## src/rtl/memory.sv

```systemverilog
// memory: 32 x 32-bit register storage for the R-type datapath.
// One write port and two read ports that share a single read enable.
// Read data is registered: addresses presented before an enabled edge
// appear on rd_data1/rd_data2 after that edge and hold until the next
// enabled read edge. A write and a read at the same address on the same
// edge return the new data, so a result is usable in the cycle it is
// written. Every address, including 0, is ordinary writable storage.
// Reset (rst low) asynchronously clears the storage and both outputs.
module memory #(
  parameter int DATA_WIDTH = 32,
  parameter int ADDR_WIDTH = 5
) (
  input  logic                  clk,
  input  logic                  rst,
  input  logic                  wr_en,
  input  logic [ADDR_WIDTH-1:0] wr_addr,
  input  logic [DATA_WIDTH-1:0] wr_data,
  input  logic                  rd_en,
  input  logic [ADDR_WIDTH-1:0] rd_addr1,
  input  logic [ADDR_WIDTH-1:0] rd_addr2,
  output logic [DATA_WIDTH-1:0] rd_data1,
  output logic [DATA_WIDTH-1:0] rd_data2
);

  localparam int DEPTH = 1 << ADDR_WIDTH;

  // Storage array; cleared as a whole on reset.
  logic [DATA_WIDTH-1:0] r_mem [DEPTH];

  // Per-port bypass selects and next read values.
  logic                  w_byp1;
  logic                  w_byp2;
  logic [DATA_WIDTH-1:0] w_rd1;
  logic [DATA_WIDTH-1:0] w_rd2;

  // Storage update: clear on reset, otherwise write the addressed word.
  always_ff @(posedge clk or negedge rst) begin
    if (!rst) begin
      for (int i = 0; i < DEPTH; i++) begin
        r_mem[i] <= '0;
      end
    end else if (wr_en) begin
      r_mem[wr_addr] <= wr_data;
    end
  end

  // Read-during-write forwarding, evaluated independently per port. The
  // result only feeds the output registers, so no input reaches rd_data
  // combinationally, and an X address with rd_en low is never captured.
  always_comb begin
    w_byp1 = wr_en && (wr_addr == rd_addr1);
    w_byp2 = wr_en && (wr_addr == rd_addr2);
    w_rd1  = w_byp1 ? wr_data : r_mem[rd_addr1];
    w_rd2  = w_byp2 ? wr_data : r_mem[rd_addr2];
  end

  // Registered read ports: load on an enabled edge, hold otherwise.
  always_ff @(posedge clk or negedge rst) begin
    if (!rst) begin
      rd_data1 <= '0;
      rd_data2 <= '0;
    end else if (rd_en) begin
      rd_data1 <= w_rd1;
      rd_data2 <= w_rd2;
    end
  end

endmodule

```

## config.mk

```make
export PLATFORM = sky130hd
export DESIGN_NAME = memory
export DESIGN_NICKNAME = d
export VERILOG_FILES = /design/src/rtl/memory.sv
export SDC_FILE = /design/constraint.sdc
export NUM_CORES = 2
export LEC_CHECK = 0
export CAP_MARGIN = 30
export CORE_AREA = 2 2 381 383
export DETAILED_ROUTE_END_ITERATION = 8
export DIE_AREA = 0 0 383 385
export SLEW_MARGIN = 20
export SYNTH_ARGS = -nofsm -noshare
export SYNTH_HDL_FRONTEND = slang
export SYNTH_SLANG_ARGS = --single-unit
```

## constraint.sdc

```tcl
create_clock -name clk -period 5.1 [get_ports clk]
set_clock_uncertainty 0.15 [all_clocks]
set_input_delay 0.765 -clock clk [delete_from_list [all_inputs] [get_ports clk]]
set_output_delay 0.765 -clock clk [all_outputs]
set_load 0.01 [all_outputs]
```

==> results.sh <==
export IMPL_status="complete, no violations"
export IMPL_ys_ff_latch=1088
export IMPL_final_design_area_no_fill_um2=65300
export IMPL_post_dp_hpwl_um=107000
export IMPL_post_cts_hold_buffers=1
export IMPL_crit_required_ns=5.56
export IMPL_global_route_wire_length_before_repair_um=270000
export IMPL_cts_made_buffers=117
export IMPL_timing_critical_path_cells="clkdlybuf4s50_1 > nand3_1 > nor2_4 > buf_4 > mux2_2"
export IMPL_io_buffers=114
export IMPL_rsz0062_at_grt="false"
export IMPL_dpl_cell_area_um2=61100
export IMPL_tritoncts="yes"
export IMPL_finalWorstPathRequiredPeriod_ns=3.19
export IMPL_r2r_end="rd_data2[4]"
export IMPL_synthFlopType="sky130_fd_sc_hd__dfrtp_1"
export IMPL_core_um2=143000
export IMPL_i_o_pins=115
export IMPL_die_w_um=383
export IMPL_wl_per_cell_um=33.2
export IMPL_maxSlewHeadroom_pct=30.0
export IMPL_critPathSlowestCell="sky130_fd_sc_hd__clkdlybuf4s50_1"
export IMPL_post_cts_resize_count=0
export IMPL_holdCritPathClass="flop to flop"
export IMPL_critPathArrivalTime_ns=3.64
export IMPL_drv_cap=0
export IMPL_cts_repair_timing_setup_buffer_count=0
export IMPL_cts_root_to_sink_buffers=3
export IMPL_end_kind="flop"
export IMPL_power_density_nw_per_um2=401
export IMPL_r2r_slack_ns=2.73
export IMPL_syn_nets=3612
export IMPL_cp_slowest_stage_delay_ns=0.84
export IMPL_fin_total_pwr_uw=26100
export IMPL_worst_voltage_drop_across_the_vdd_grid_mv=0.294
export IMPL_power_leakage_uw=0.0278
export IMPL_cts_num_sinks=1088
export IMPL_routed_wl_um=185000
export IMPL_setup_viol_count_final=0
export IMPL_grt_max_degree=119
export IMPL_ys_seq_area_share_pct=47.8
export IMPL_crit_path_end="r_mem[276]"
export IMPL_worstSetupStartpointType="input pin"
export IMPL_netlist_area_um2=57000
export IMPL_die_area_um2=147000
export IMPL_syn_instance_count=3561
export IMPL_antenna_found_initial=13
export IMPL_tightestPinTransition_ns=1.05
export IMPL_drc_errors=0
export IMPL_criticalPathCategory="input pin to flop"
export IMPL_yosys_warns=0
export IMPL_fp_row_count=139
export IMPL_num_vias=35500
export IMPL_drive_above_1_share_pct=54.9
export IMPL_path_clk_slew_ns=0.06
export IMPL_number_of_enable_flip_flop_cells_after_synthesis=0
export IMPL_finalNetCount=3617
export IMPL_grt_overflow=0
export IMPL_ys_async_sr_fraction_pct=100
export IMPL_htreeDepth=3
export IMPL_drt_first_pass_iters=5
export IMPL_worst_skew_pair_later_pin_latency_ns=0.76
export IMPL_place_gp_congestion=0.786
export IMPL_critical_hold_path_startpoint="rd_data1[0]"
export IMPL_fillCellCount=12300
export IMPL_timing_hold_violations_final=0
export IMPL_final_worst_path_period_share_pct=62.5
export IMPL_reg2reg_depth=4
export IMPL_antenna_violating_nets_post_route=0
export IMPL_setup_tns_ns=0
export IMPL_number_of_global_route_vias_before_repair=36400
export IMPL_crit_fanout=12
export IMPL_starting_density_of_the_core_pct=39.8
export IMPL_synth_distinct_cells=47
export IMPL_worstReg2RegStart="r_mem[4]"
export IMPL_setup_worst_path_start="wr_addr[0]"
export IMPL_detail_route_vias_per_cell=6.36
export IMPL_achievable_frequency_mhz=314
export IMPL_syn2layout_area_growth_pct=14.5
export IMPL_post_synthesis_area_per_instance_um2=16.0
export IMPL_die_height_um=385
export IMPL_grt_usage_pct=25.3
export IMPL_drt_initial_drc_count=3142
export IMPL_root_buffer="sky130_fd_sc_hd__clkbuf_16"
export IMPL_final_max_slew_violation_count=0
routing by layer:
| metal | share of wire [%] | GRT usage (%) | vias up | wire [µm] |
|---|---|---|---|---|
| met5 | 0.058 | 0 | - | 108 |
| met4 | 3.4 | 8.93 | 16 | 6280 |
| met3 | 7.3 | 5.12 | 327 | 13500 |
| met2 | 46 | 38.9 | 1367 | 85600 |
| met1 | 43 | 35.6 | 19700 | 79300 |
| li1 | - | - | 14000 | - |
cell usage in the layout, fill, tap and decap left out, types with 6 or more instances in the layout:
| master | netlist | routed |
|---|---|---|
| sky130_fd_sc_hd__a21oi_1 | 10 | 10 |
| sky130_fd_sc_hd__a221o_1 | 65 | 65 |
| sky130_fd_sc_hd__a221oi_1 | 45 | 45 |
| sky130_fd_sc_hd__a22o_1 | 23 | 23 |
| sky130_fd_sc_hd__a22oi_1 | 12 | 12 |
| sky130_fd_sc_hd__a311oi_1 | 7 | 7 |
| sky130_fd_sc_hd__and2_1 | 9 | 10 |
| sky130_fd_sc_hd__buf_12 | 0 | 48 |
| sky130_fd_sc_hd__buf_16 | 0 | 8 |
| sky130_fd_sc_hd__buf_4 | 30 | 82 |
| sky130_fd_sc_hd__buf_8 | 0 | 20 |
| sky130_fd_sc_hd__bufinv_16 | 0 | 13 |
| sky130_fd_sc_hd__clkbuf_1 | 247 | 25 |
| sky130_fd_sc_hd__clkbuf_16 | 0 | 117 |
| sky130_fd_sc_hd__clkbuf_8 | 0 | 31 |
| sky130_fd_sc_hd__clkdlybuf4s50_1 | 0 | 100 |
| sky130_fd_sc_hd__clkinv_2 | 0 | 24 |
| sky130_fd_sc_hd__dfrtp_1 | 1088 | 1088 |
| sky130_fd_sc_hd__inv_6 | 0 | 6 |
| sky130_fd_sc_hd__mux2_2 | 1056 | 1056 |
| sky130_fd_sc_hd__mux2i_1 | 117 | 117 |
| sky130_fd_sc_hd__mux4_2 | 552 | 552 |
| sky130_fd_sc_hd__nand2_1 | 25 | 9 |
| sky130_fd_sc_hd__nand2_4 | 0 | 16 |
| sky130_fd_sc_hd__nand3_1 | 13 | 13 |
| sky130_fd_sc_hd__nor2_1 | 25 | 7 |
| sky130_fd_sc_hd__nor2_4 | 0 | 18 |
| sky130_fd_sc_hd__nor2b_1 | 32 | 30 |
| sky130_fd_sc_hd__nor3_1 | 14 | 12 |
| sky130_fd_sc_hd__o21ai_0 | 16 | 16 |
| sky130_fd_sc_hd__o21ai_1 | 10 | 10 |
| sky130_fd_sc_hd__xnor2_1 | 10 | 10 |
worst min path at each step:
stage	end	slack (ns)	cells after the start
after detailed placement	rd_data1[14]	0.35	1
after CTS	r_mem[446]	0.37	1
after floorplan	r_mem[0]	0.32	0
after global routing	r_mem[653]	0.38	1
after global placement	r_mem[941]	0.35	1
final	rd_data1[0]	0.37	1
metrics by stage:
step / setup slack, ns / util (%) / cells / hold slack [ns]
2_1_floorplan: 1.87 / - / 3561 / 0.319
3_3_place_gp: 1.20 / 42.3 / 5317 / 0.349
3_5_place_dp: 1.17 / 42.7 / 5348 / 0.354
4_1_cts: 1.96 / 45.6 / 5570 / 0.372
5_1_grt: 1.80 / 45.6 / 5572 / 0.380
6_report: 1.91 / 45.6 / 5573 / 0.370
where the power goes:
| group | leakage (µW) | internal, µW | switching [µW] |
|---|---|---|---|
| Sequential | 0.0139 | 10400 | 1300 |
| Clock | 0.00202 | 5320 | 3750 |
| Combinational | 0.0119 | 3400 | 2020 |
cell type report:
cell class	count	area [µm²]	area share, %
Sequential cell	1088	27200	41.7
Antenna cell	2	5.00	0.00767
Timing Repair Buffer	267	3170	4.86
Inverter	5	21.3	0.0326
Clock inverter	49	648	0.993
Clock buffer	172	3430	5.26
Tap cell	1903	2380	3.65
Multi-Input combinational cell	2087	28400	43.5
cells by family after synthesis:
kind of cell,count (synthesis),share of synthesized area [%]
mux,1725,44.7
flops,1088,47.8
buf+inv,386,2.97
compound gates,216,3.16
simple gates,136,1.23
xor+xnor,10,0.154
registers in the layout (all words and copies together), names as in the netlist:
name / cells
r_mem: 1024
rd_data2: 32
rd_data1: 32
synthesized netlist by cell type (all sizes together) (3+ instances only):
cell	count	area, µm²
a211oi	5	47.5
a21o	5	37.5
a21oi	10	50.1
a221o	65	651
a221oi	45	394
a22o	23	201
a22oi	12	90.1
a311oi	7	61.3
and2	10	62.6
and3	3	18.8
buf	134	747
clkbuf	247	927
dfrtp	1088	27200
inv	3	11.3
mux2	1056	11900
mux2i	117	1170
mux4	552	12400
nand2	25	93.8
nand3	13	65.1
nand3b	4	30.0
nor2	25	93.8
nor2b	32	200
nor3	14	70.1
nor3b	4	30.0
o21ai	26	130
o22ai	4	25.0
or3	3	18.8
xnor2	10	87.6
worst max-delay path, delay by kind of cell:
family	cells	cell delay (ns)
mux	1	0.35
buf+inv	2	1.19
simple gates	2	1.31
Note: power is estimated with default switching activity, not from simulation.
